<file path="config.mk">
export PLATFORM = sky130hd
export DESIGN_NAME = wb_dma_ch_arb
export DESIGN_NICKNAME = d
export VERILOG_FILES = /design/src/rtl/wb_dma_ch_arb.sv
export SDC_FILE = /design/constraint.sdc
export NUM_CORES = 1
export LEC_CHECK = 0
export ABC_AREA = 1
export BUFFER_PORTS_ARGS = -buffer_cell sky130_fd_sc_hd__buf_2
export CORE_ASPECT_RATIO = 1.75
export CORE_UTILIZATION = 35
export DETAILED_ROUTE_END_ITERATION = 7
export PLACE_DENSITY = 0.71
export SLEW_MARGIN = 5
export SYNTH_ARGS = -nofsm -noshare
export SYNTH_HDL_FRONTEND = slang
export SYNTH_SLANG_ARGS = --single-unit
</file>
<file path="constraint.sdc">
create_clock -name clk -period 1.7 [get_ports clk]
set_input_delay 0.085 -clock clk [delete_from_list [all_inputs] [get_ports clk]]
set_output_delay 0.085 -clock clk [all_outputs]
set_load 0.01 [all_outputs]
</file>
<file path="src/rtl/wb_dma_ch_arb.sv">
// wb_dma_ch_arb: priority channel arbiter holding a registered grant until done/abort.
// Define WB_DMA_ARB_RR_EN for round-robin tie-break; default is lowest-index-wins.
module wb_dma_ch_arb #(
  parameter int         CH_NO   = 8,
  parameter logic [1:0] PRI_SEL = 2'd0
) (
  input  logic               clk,
  input  logic               rst,
  input  logic [CH_NO-1:0]   ch_req,
  input  logic [3*CH_NO-1:0] ch_pri,
  input  logic               pause,
  input  logic               de_done,
  output logic [CH_NO-1:0]   ch_gnt,
  output logic [4:0]         ch_sel,
  output logic               gnt_vld,
  output logic [2:0]         gnt_pri
);

  // state   | meaning
  // IDLE    | no grant; arbitrate each cycle unless paused
  // GRANT   | grant held stable until de_done or the granted request drops
  // RELEASE | one dead cycle with grant cleared, then back to IDLE
  typedef enum logic [1:0] {IDLE, GRANT, RELEASE} state_t;

  state_t           state, state_nxt;
  logic [7:0]       lvl_oh;
  logic [2:0]       top_lvl;
  logic [CH_NO-1:0] cand;
  logic [CH_NO-1:0] win_oh;
  logic [4:0]       win_idx;
  logic [CH_NO-1:0] gnt_nxt;
  logic [4:0]       sel_nxt;
  logic             vld_nxt;
  logic [2:0]       pri_nxt;
  logic             gnt_req;

  function automatic logic [2:0] eff_lvl(input logic [2:0] p);
    case (PRI_SEL)
      2'd0:    eff_lvl = {2'b00, |p};
      2'd1:    eff_lvl = (p > 3'd3) ? 3'd3 : p;
      default: eff_lvl = p;
    endcase
  endfunction

  // Levels are gathered as a one-hot OR so the top level is a plain MSB decode.
  always_comb begin
    lvl_oh  = '0;
    top_lvl = '0;
    cand    = '0;
    for (int n = 0; n < CH_NO; n++)
      if (ch_req[n]) lvl_oh[eff_lvl(ch_pri[3*n +: 3])] = 1'b1;
    for (int l = 0; l < 8; l++)
      if (lvl_oh[l]) top_lvl = 3'(l);
    for (int n = 0; n < CH_NO; n++)
      cand[n] = ch_req[n] && (eff_lvl(ch_pri[3*n +: 3]) == top_lvl);
  end

`ifdef WB_DMA_ARB_RR_EN
  logic [4:0] rr_ptr;

  always_comb begin
    int  idx;
    logic found;
    win_oh  = '0;
    win_idx = '0;
    found   = 1'b0;
    idx     = 0;
    for (int k = 1; k <= CH_NO; k++) begin
      idx = int'(rr_ptr) + k;
      if (idx >= CH_NO) idx = idx - CH_NO;
      if (!found && cand[idx]) begin
        found       = 1'b1;
        win_oh[idx] = 1'b1;
        win_idx     = 5'(idx);
      end
    end
  end
`else
  // Descending scan: the last hit is the lowest-index candidate.
  always_comb begin
    win_oh  = '0;
    win_idx = '0;
    for (int n = CH_NO - 1; n >= 0; n--) begin
      if (cand[n]) begin
        win_oh    = '0;
        win_oh[n] = 1'b1;
        win_idx   = 5'(n);
      end
    end
  end
`endif

  // ch_gnt is one-hot on ch_sel, so this is the granted channel's request.
  assign gnt_req = |(ch_req & ch_gnt);

  always_comb begin
    state_nxt = state;
    gnt_nxt   = ch_gnt;
    sel_nxt   = ch_sel;
    vld_nxt   = gnt_vld;
    pri_nxt   = gnt_pri;
    case (state)
      IDLE: begin
        if (|ch_req && !pause) begin
          state_nxt = GRANT;
          gnt_nxt   = win_oh;
          sel_nxt   = win_idx;
          pri_nxt   = top_lvl;
          vld_nxt   = 1'b1;
        end
      end
      GRANT: begin
        if (de_done || !gnt_req) begin
          state_nxt = RELEASE;
          gnt_nxt   = '0;
          vld_nxt   = 1'b0;
        end
      end
      RELEASE: state_nxt = IDLE;
      default: begin
        state_nxt = IDLE;
        gnt_nxt   = '0;
        vld_nxt   = 1'b0;
      end
    endcase
  end

  always_ff @(posedge clk or negedge rst) begin
    if (!rst) begin
      state   <= IDLE;
      ch_gnt  <= '0;
      ch_sel  <= '0;
      gnt_vld <= 1'b0;
      gnt_pri <= '0;
    end else begin
      state   <= state_nxt;
      ch_gnt  <= gnt_nxt;
      ch_sel  <= sel_nxt;
      gnt_vld <= vld_nxt;
      gnt_pri <= pri_nxt;
    end
  end

`ifdef WB_DMA_ARB_RR_EN
  always_ff @(posedge clk or negedge rst) begin
    if (!rst)
      rr_ptr <= 5'(CH_NO - 1);
    else if (state == IDLE && state_nxt == GRANT)
      rr_ptr <= win_idx;
  end
`endif

endmodule

</file>
After elaboration in Yosys (flattened, before gate mapping). Index checks and enable logic that the tools add are counted.

Bits in registers: 19. Bits in latches: 0. Bits in writable memories: 0. ROM bits: 0. Output and inout port bits: 17. Word-level logic and storage cells: 140. Memories: 0.

Add/sub/neg operators: 0. Multiply operators: 0. Div/mod/pow operators: 0. Magnitude comparators: 16. Equal/unequal tests: 12. Shifts and indexed selects: 0. Multiplexer cells: 64. Bitwise gates (word level): 9. Reduce and logical (&&, ||, !) cells: 34.

Operator list (number): $mux 8 (18); $or 8x8->8 (7); $mux 3 (15); $mux 5 (7); $lt 3x4->1 const B (8); $demux 1 s3 (8); $eq 1x3->1 (8); $ge 3x1->1 const B (8); $pmux 8 s3 (1); $reduce_or 3->1 (8); $logic_and 1x1->1 (17); $reduce_or 8->1 (2); $mux 1 (11); $and 8x8->8 (1); $mux 2 (2); $ne 2x2->1 const B (2); $pmux 2 s2 (1); $reduce_and 2->1 (2); $pmux 1 s3 (1); $reduce_and 3->1 (1); $eq 2x1->1 const B (1); $eq 2x2->1 const B (1); $logic_not 1->1 (2); $logic_not 2->1 (1); other kinds (2) (2).

Longest topological paths before layout. Gate-level depths: netlist (run 1).

Depth in word-level cells: 40. Gate-level depth with buffers: 14.

Least setup slack after synthesis (run 1). OpenSTA, ideal clock, no wires.

Path kind: register to register. Start point: register ch_gnt[7]. End point: register ch_gnt[0]. Library setup time: 0.124 ns. Arrival time: 1.117 ns. Data required time: 1.576 ns. Path slack: 0.459 ns. Stages on the path, launching flop included: 9. Path buffers: 0. Period minus slack after synthesis: 1.241 ns. Cells stage by stage: dfrtp_1 nand2_1 nand2_1 a221oi_1 nand2_1 nand2_1 o21ai_2 nand2_1 o21ai_1.

Cells in the longest elaborated chain, start to end: 6.

RTL lines: start, declared (RTL line 13) `output logic [CH_NO-1:0] ch_gnt,`; start signal, assigned (RTL line 137) `ch_gnt <= gnt_nxt;`; $and 8x8->8 (RTL line 94) `assign gnt_req = |(ch_req & ch_gnt);`; $reduce_or 8->1 (RTL line 94); $logic_not 1->1 (RTL line 113) `if (de_done || !gnt_req) begin`; $logic_or 1x1->1 (RTL line 113); $ne 2x2->1 (no source line); $reduce_and 3->1 (no source line).

No other way between the ends. A chain may end at the register's enable or synchronous reset.

Worst setup path in the final report (run 1).
Start point: register ch_gnt[6]. End point: register ch_gnt[7].

Same word-level chain as after synthesis.

==> results of run 1 <==
[registers in the layout, summed over array words and instances, names as in the netlist]
register / count
gnt_pri: 1
state: 2
ch_gnt: 8
gnt_vld: 1
ch_sel: 3
[worst paths after layout]
kind / from / to / slack (ps) / depth (start not counted)
min in group asynchronous: rst / gnt_pri[0] / 280 / 2
hold reg to reg: ch_sel[1] / ch_sel[1] / 480 / 2
setup reg to reg: ch_gnt[6] / ch_gnt[7] / 280 / 8
setup / recovery: ch_gnt[6] / ch_gnt[7] / 280 / 8
max in group asynchronous: rst / ch_sel[0] / 1170 / 2
hold / removal: de_done / state[1] / 140 / 3
[per-layer routing]
metal,track usage (%),share of wire [%],vias to the layer above
met2,33.50,52,35
met4,9.764,3.0,0
met1,18.65,39,474
li1,-,-,595
met3,2.670,5.6,6
met5,0,0,-
[cell families after synthesis]
logic type	after synthesis	synth area share, %
other cells	1	0.3602
compound gates	12	7.813
simple gates	108	44.11
flops	15	36.06
buf+inv	28	11.66
[through the flow]
step | util [%] | total power [µW] | setup WS, ps
2_1_floorplan | - | 823.2 | 459.4
3_3_place_gp | 47.09 | 1007 | 206.0
3_5_place_dp | 47.09 | 1009 | 192.4
4_1_cts | 49.14 | 1305 | 256.5
5_1_grt | 49.14 | 1395 | 85.97
6_report | 49.14 | 1285 | 279.7
[layout make-up]
type / instances / share of cell area, %
clock buffers: 3 / 3.053
inverters: 24 / 6.753
well taps: 27 / 2.498
multi-input cells: 124 / 41.07
clock inverters: 1 / 0.3700
flip-flops and latches: 15 / 27.75
repair buffers: 49 / 18.50
[where the power goes]
part / switching [µW] / internal [µW] / leakage (µW) / total (µW)
registers: 56.4 / 454 / 0.000198 / 510
logic: 301 / 189 / 0.000648 / 490
clock network: 123 / 162 / 0.0000255 / 285
total: 480 / 805 / 0.000871 / 1290
[placed cells by master, fill, tap and decap left out]
cell / netlist / final
o21ai_2: 1 / 1
nand4_1: 3 / 3
nand2_1: 74 / 74
a21oi_1: 2 / 2
inv_2: 2 / 2
nand3_1: 4 / 4
conb_1: 1 / 4
nand2_4: 1 / 1
nor2_1: 17 / 17
clkinv_2: 1 / 2
inv_1: 21 / 21
o21ai_1: 5 / 5
nand2_2: 3 / 3
nor3_2: 1 / 1
nor2_2: 2 / 2
dlygate4sd3_1: 0 / 1
o31ai_2: 1 / 1
nor3_1: 1 / 1
nor2_4: 1 / 1
nand3_2: 1 / 1
a221oi_1: 2 / 2
dfrtp_1: 15 / 15
buf_2: 0 / 48
clkbuf_8: 0 / 3
a21boi_1: 1 / 1
[worst max-delay path: cells and delay by family (launching register included)]
family / cells / cell delay (ps)
and+or+nand+nor: 5 / 450
DFF: 1 / 390
AOI/OAI and AO/OA: 3 / 460
[what timing repair did]
action,CTS,global route
buffers inserted,0,0
endpoints found under the setup margin,0,0
hold buffers,1,0
hold endpoints to repair,15,0
==> flow_summary.toml, run 1 <==
[outcome]
outcome = "finished clean"

[cells_and_area]
nets = 253
diodes = 0
multi_input_area_um2 = 555.5
fillerInstances = 300
regArea_um2 = 375.4
final_cell_count_no_fill = 243
syn2layout_area_growth_pct = 29.93
fin_area_um2 = 1353
drive_gt1_share_pct = 30.56

[synthesis]
synth-main-ff-cell = "dfrtp_1"
ys_top_cells_by_count = "nand2_1 (74), inv_1 (21), nor2_1 (17)"
synth_warnings = 0
synthDominantCellAreaShare_pct = 36.06
syn-cell-area_um2 = 1041
synthTopCellsByArea = "dfrtp_1 (36%), nand2_1 (27%), inv_1 (7.6%)"
avgSynthCellArea_um2 = 6.348
yosys.area.top_type = "dfrtp_1"
async_flop_share_pct = 100.0
ys_seq_area_share_pct = 36.06
ys_types = 23
synth_edf_count = 0
synth.most_common_cell = "nand2_1"
synthCells = 164
ys_ff_latch = 15

[worst_setup_path]
cp_slowest_cell = "dfrtp_1"
cp.required_ps = 1830
slowest_delay_ps = 390
critPathKind = "register to register"
crit_path_cell_trace = "nand2_1, nand2_1, a221oi_1, nand2_1, nand2_1, o21ai_2, nand2_1, o21ai_1"
crit_top_cell = "nand2_1"
arrival_ps = 1550
cp-end-kind = "register"
worstPathMaxFanout = 9
worstSetupStartpointType = "register"

[floorplan]
initial_core_util_pct = 37.82
ios = 53
dieArea_um2 = 3205
die-width_um = 43.23
core_area_um2 = 2753
die_y_um = 74.15
num_rows = 25

[placement]
place_congestion = 0.7970
io_buffers = 48
hpwl_um = 2154
dpl_cell_area_um2 = 1296
placed_cells = 238

[timing]
rsz0062_at_grt = "no"
timing.hold.ws_ps = 138.8
min_period_over_period_pct = 83.54
tns_ps = 0
setup_violations = 0
fmaxAchievable_mhz = 704.1
hold_viol_final = 0
maxSlewViolCount = 0
post-route-min-period_ps = 1420
worst_clock_skew_ps = 4.638

[power_and_ir_drop]
p_leak_uw = 0.0008712
ir_drop_mv = 0.5728
power.density_nw_per_um2 = 950.2

[cts]
root_buffer = "clkbuf_8"
cts_buffers = 3
clk_pin_slew_ps = 60
cts_resized = 0
tritoncts = "done"
cts_buffer_depth = 2
htree_levels = 1
numClockSinks = 15
clock_latency_ps = 250

[global_route]
grt_pass1_wl_um = 4298
grt_overflow = 0
antenna_found_initial = 0
grt_max_degree = 16
grt_pass1_vias = 1005
grt_usage_pct = 17.97

[detailed_routing]
firstDrtPassIters = 4
drc = 0
ant_nets = 0
via_per_inst = 4.568
wl_per_cell_um = 10.74
vias = 1110
drt_iter0_drc = 26
drt-total-wl_um = 2609

[hold_path]
hold_class = "input port to register"

[flow_run]
cap_violations = 0
Power figures use the tool's default switching activity.
==> run 2, diff against run 1 <==
--- a/config.mk
+++ b/config.mk
@@ -5,12 +5,12 @@
 export SDC_FILE = /design/constraint.sdc
 export NUM_CORES = 1
 export LEC_CHECK = 0
-export ABC_AREA = 1
+export ABC_AREA = 0
 export BUFFER_PORTS_ARGS = -buffer_cell sky130_fd_sc_hd__buf_2
 export CORE_ASPECT_RATIO = 1.75
 export CORE_UTILIZATION = 35
 export DETAILED_ROUTE_END_ITERATION = 7
-export PLACE_DENSITY = 0.71
+export PLACE_DENSITY = 0.72
 export SLEW_MARGIN = 5
 export SYNTH_ARGS = -nofsm -noshare
 export SYNTH_HDL_FRONTEND = slang
==> constraint.sdc (replaced) <==
create_clock -name clk -period 1.5 [get_ports clk]
set_input_delay 0.075 -clock clk [delete_from_list [all_inputs] [get_ports clk]]
set_output_delay 0.075 -clock clk [all_outputs]
set_load 0.01 [all_outputs]
==> run 2 against run 1 <==
Critical path depth decreased by 3. Setup slack got worse by 260 ps. Clock power grew 11%. Final cell count shrank 11%. Flip-flop and latch count did not move. Synthesized cell count fell by 37%. Routed wire length increased by 30%. Worst hold slack better by 33 ps. Critical path type unchanged.
==> flow_summary.toml, run 2 <==
[outcome]
outcome = "finished clean"

[detailed_routing]
via_per_inst = 5.645
drc = 0
firstDrtPassIters = 4
drt-total-wl_um = 3387
wl_per_cell_um = 15.61
vias = 1225
ant_nets = 0
drt_iter0_drc = 29

[cells_and_area]
drive_gt1_share_pct = 54.21
nets = 227
reg.largest.list = "ch_gnt: 8 flops, ch_sel: 3 flops, state: 2 flops"
top_register = "ch_gnt"
fin_area_um2 = 1630
largest_reg_flops = 8
final_cell_mix = "buf_2 (48), buf_4 (34), nand2_1 (19)"
fillerInstances = 220
diodes = 0
final_common_cell = "buf_2"
syn2layout_area_growth_pct = 65.99

[power_and_ir_drop]
ir_drop_mv = 0.6829
p_switching_uw = 574.7
p_leak_uw = 0.0007932
seqPwrFrac_pct = 36.7
power.density_nw_per_um2 = 987.2
switching_share_pct = 35.71
clkPwrFrac_pct = 19.7
p_comb_share_pct = 43.6
p_int_uw = 1035

[placement]
hpwl_um = 2612
dpl_cell_area_um2 = 1435
place_congestion = 0.9429
io_buffers = 48

[synthesis]
synth_adder_area_share_pct = 0
synth_edf_count = 0
synth_compound_area_share_pct = 36.82
avgSynthCellArea_um2 = 9.444
yosys.area.top_type = "dfrtp_1"
synthDominantCellAreaShare_pct = 38.22
synth-main-ff-cell = "dfrtp_1"
ys_types = 35
synth_xor_area_share_pct = 0
async_flop_share_pct = 100.0
ys_ff_latch = 15
muxShareOfSynthArea_pct = 0
synth_warnings = 0
synth_top_family_by_area = "compound AO/OA/AOI/OAI gates"
synthTopCellsByArea = "dfrtp_1 (38%), nand2_1 (7.3%), o31ai_1 (6.9%)"
ys_top_cells_by_count = "nand2_1 (19), dfrtp_1 (15), o31ai_1 (9)"
synthCells = 104
synth.most_common_cell = "nand2_1"
ys_seq_area_share_pct = 38.22
synthSimpleGateAreaFrac_pct = 20.64
syn-cell-area_um2 = 982.2

[cts]
cts_buffer_depth = 2
clk_pin_slew_ps = 50
numClockSinks = 15
root_buffer = "clkbuf_8"
htree_levels = 1
tritoncts = "done"
clock_latency_ps = 240
cts_buffers = 3

[flow_run]
cap_violations = 0

[worst_setup_path]
slowest_delay_ps = 390
cp-end-kind = "register"
cp_slowest_cell = "dfrtp_1"
crit_path_cell_trace = "a211oi_2, nand2b_1, a21oi_4, nand4_4, o31ai_2"
worstSetupStartpointType = "register"
critPathKind = "register to register"
cp.required_ps = 1650
worstPathMaxFanout = 5
arrival_ps = 1630

[global_route]
grt_pass1_wl_um = 4974
antenna_found_initial = 0
grt_usage_pct = 21.69
grt_overflow = 0
grt_max_degree = 16
grt_pass1_vias = 1222

[floorplan]
die-width_um = 42.05
dieArea_um2 = 3030
die_y_um = 72.08
initial_core_util_pct = 36.51
num_rows = 25
ios = 53
core_area_um2 = 2690

[timing]
min_period_over_period_pct = 98.64
setup_violations = 0
worst_clock_skew_ps = 3.892
post-route-min-period_ps = 1480
fmaxAchievable_mhz = 675.9
maxSlewViolCount = 0
hold_viol_final = 0
timing.hold.ws_ps = 171.5
tns_ps = 0

[hold_path]
hold_class = "input port to register"
## run 2: changes by cell type in the layout (fill, tap and decap cells not counted), sizes merged, moves of 3 or more
cell,change
nand2,-59
buf,+35
inv,-22
nor2,-18
o31ai,+9
o21ai,+7
a22oi,+5
nand3,-3
or3,+3
## run 2: area by class of cell
type	count	area, µm²	area share, %
Tap cell	27	33.78	2.072
Clock buffer	4	45.04	2.763
Timing Repair Buffer	84	516.7	31.70
Inverter	1	3.754	0.2302
Sequential cell	15	375.4	23.02
Multi-Input combinational cell	86	655.6	40.21
## run 2: power by group through the flow
stage               clock (µW)  sequential (µW)  combinational (µW)
floorplan                    0              622                 268
global placement             0              590                 604
detailed placement           0              591                 615
CTS                        327              584                 650
global route               347              603                 757
finish                     317              590                 702
## run 2: cells by family after synthesis
| group | after synthesis |
|---|---|
| AO/OA/AOI/OAI | 43 |
| buffers and inverters | 6 |
| flip-flops | 15 |
| other | 1 |
| AND/OR/NAND/NOR | 39 |
## run 2: final timing paths
path / startpoint / end / slack (ps) / depth (start not counted)
hold reg to reg: ch_sel[2] / ch_sel[2] / 470 / 2
setup reg to reg: state[1] / ch_gnt[5] / 20 / 5
min in group asynchronous: rst / ch_gnt[1] / 270 / 2
max in group asynchronous: rst / ch_gnt[7] / 970 / 2
setup / recovery: state[1] / ch_gnt[5] / 20 / 5
hold / removal: de_done / state[0] / 170 / 4
## run 2: routing by layer
layer | up-vias | part of all wire (%) | track usage, % | wire length, µm
li1 | 573 | - | - | -
met5 | - | 0 | 0 | 0
met3 | 11 | 5.6 | 2.736 | 190
met4 | 0 | 3.8 | 15.97 | 129
met1 | 584 | 35 | 22.56 | 1192
met2 | 57 | 55 | 38.89 | 1875
## run 2: timing repair
| item | CTS | global route |
|---|---|---|
| endpoints found under the setup margin | 5 | 11 |
| resized for setup | 4 | 10 |
| hold endpoints to repair | 15 | 0 |
| setup buffers | 3 | 5 |
| hold buffers | 1 | 0 |
| cloned | 0 | 0 |
| pin swaps | 1 | 9 |
## run 2: through the flow
| stage | cells | worst slack [ps] | utilization (%) | power (µW) |
|---|---|---|---|---|
| 2_1_floorplan | 107 | 44.91 | - | 889.9 |
| 3_3_place_gp | 204 | -294.7 | 53.35 | 1194 |
| 3_5_place_dp | 204 | -277.3 | 53.35 | 1206 |
| 4_1_cts | 212 | -11.35 | 57.02 | 1561 |
| 5_1_grt | 217 | -57.49 | 60.60 | 1707 |
| 6_report | 217 | 20.42 | 60.60 | 1609 |
## run 2: worst max-delay path: cells and delay by family (launching register included)
family	cells	cell delay, ps
compound gates	3	660
flops	1	390
simple gates	2	340
==> run 3, diff against run 2 <==
==> constraint.sdc (replaced) <==
create_clock -name clk -period 1.5 [get_ports clk]
set_input_delay 0.075 -clock clk [delete_from_list [all_inputs] [get_ports clk]]
set_output_delay 0.075 -clock clk [all_outputs]
set_load 0.1 [all_outputs]
==> run 3 against run 2 <==
Clock-buffer cell count fell by 1. Largest power group unchanged. Setup slack improved by 0.88 ps. Sequential share of layout area is 0.71 points higher. Critical endpoint is now ch_gnt[1].
==> flow_summary.toml, run 3 (synthesis gave the netlist of run 2 again) <==
[outcome]
outcome = "finished clean"

[detailed_routing]
wl_per_cell_um = 16.14
drc = 0
via_per_inst = 5.603
firstDrtPassIters = 4
vias = 1199
drt_iter0_drc = 20
drt-total-wl_um = 3453
ant_nets = 0

[worst_setup_path]
cp_slowest_cell = "dfrtp_4"
slowest_delay_ps = 480
cp_num_cells = 5
worstPathMaxFanout = 9
path_buf_inv = 0
rr_worst_depth = 5
critPathKind = "register to register"
crit_path_cell_trace = "a22oi_1, nand4_1, nand2_1, o21ai_4, a22o_1"
arrival_ps = 1610
cp_top_family = "compound AO/OA/AOI/OAI gates"
worstSetupStartpointType = "register"
cp-end-kind = "register"
cp.required_ps = 1630

[timing]
fmaxAchievable_mhz = 676.3
setup_violations = 0
maxSlewViolCount = 0
post-route-min-period_ps = 1479
hold_viol_final = 0
setup_ws_ps = 21.29
slew_headroom_pct = 65.79
min_period_over_period_pct = 98.58
worst_slew_pin_slew_ps = 511.4
worst_clock_skew_ps = 4.935
rsz0062_at_grt = "yes"
timing.hold.ws_ps = 234.6

[placement]
place_congestion = 0.8804
pre_cts_ws_ps = -318.4
placed_cells = 206
hpwl_um = 2615
io_buffers = 48

[global_route]
grt_usage_pct = 22.44
grt_pass1_wl_um = 5237
grt_max_degree = 16
grt_overflow = 0
antenna_found_initial = 0
grt_pass1_vias = 1214

[cts]
clock_latency_ps = 250
tritoncts = "done"
cts_buffers = 3
htree_levels = 1
root_buffer = "clkbuf_8"
cts_buffer_depth = 2
clk_pin_slew_ps = 60
numClockSinks = 15

[floorplan]
die_y_um = 72.08
num_rows = 25
ios = 53
dieArea_um2 = 3030
die-width_um = 42.05
initial_core_util_pct = 36.51
core_area_um2 = 2690

[cells_and_area]
final_cell_count_no_fill = 214
multi_input_area_um2 = 688.2
fillerInstances = 233
top_register = "ch_gnt"
syn2layout_area_growth_pct = 68.54
final_cell_mix = "buf_2 (48), buf_4 (32), nand2_1 (16)"
largest_reg_flops = 8
regArea_um2 = 392.9
drive_gt1_share_pct = 62.57
final_common_cell = "buf_2"
reg.largest.list = "ch_gnt: 8 flops, ch_sel: 3 flops, state: 2 flops"
nets = 224
diodes = 0

[power_and_ir_drop]
total_power_uw = 2299
power.density_nw_per_um2 = 1389
ir_drop_mv = 1.029
p_leak_uw = 0.0007863

[hold_path]
hold_class = "input port to register"
hold_depth = 4

[flow_run]
cap_violations = 0
## run 3: repair_timing
action,CTS,global route
pin swaps,0,7
gates resized for setup,3,19
setup endpoints to repair,7,11
buffers inserted,1,3
hold buffers,1,0
hold endpoints to repair,15,0
## run 3: area by class of cell
type / count / share of cell area [%]
tap: 27 / 2.041
timing repair buffer: 81 / 29.63
multi-input combinational: 86 / 41.57
clock inverter: 1 / 0.3023
inverter: 1 / 0.2268
sequential: 15 / 23.73
clock buffer: 3 / 2.494
## run 3: worst reg2reg max path, delay by kind of cell (launching register included)
family	cells	cell delay [ps]
compound gates	3	550
flops	1	480
simple gates	2	340
## run 3: layer usage
layer  global-route usage, %  wire length (µm)  up-vias
met1                   22.03              1168      567
li1                        -                 -      568
met2                   43.40              1952       49
met5                       0                 0        -
met4                   13.89               161        0
met3                   2.239               171       15
## run 3: worst paths after layout
check | to | start | slack (ps)
setup / recovery | ch_gnt[1] | ch_gnt[3] | 20
hold / removal | ch_gnt[0] | pause | 230
setup reg to reg | ch_gnt[1] | ch_gnt[3] | 20
hold reg to reg | gnt_vld | gnt_vld | 480
max in group asynchronous | ch_gnt[2] | rst | 940
min in group asynchronous | state[1] | rst | 270
## run 3: power by group
group          switching [µW]  internal (µW)  total, µW
registers                73.3            523        596
logic                    1020            354       1380
clock network             142            184        326
total                    1240           1060       2300
## run 3: per-stage QoR
stage / instance area (µm²) / util, % / TNS, ps
3_3_place_gp: 1471 / 54.70 / -1269
6_report: 1655 / 61.53 / 0
5_1_grt: 1655 / 61.53 / -135.0
4_1_cts: 1553 / 57.72 / -12.12
2_1_floorplan: 1015 / - / 0
3_5_place_dp: 1471 / 54.70 / -2583
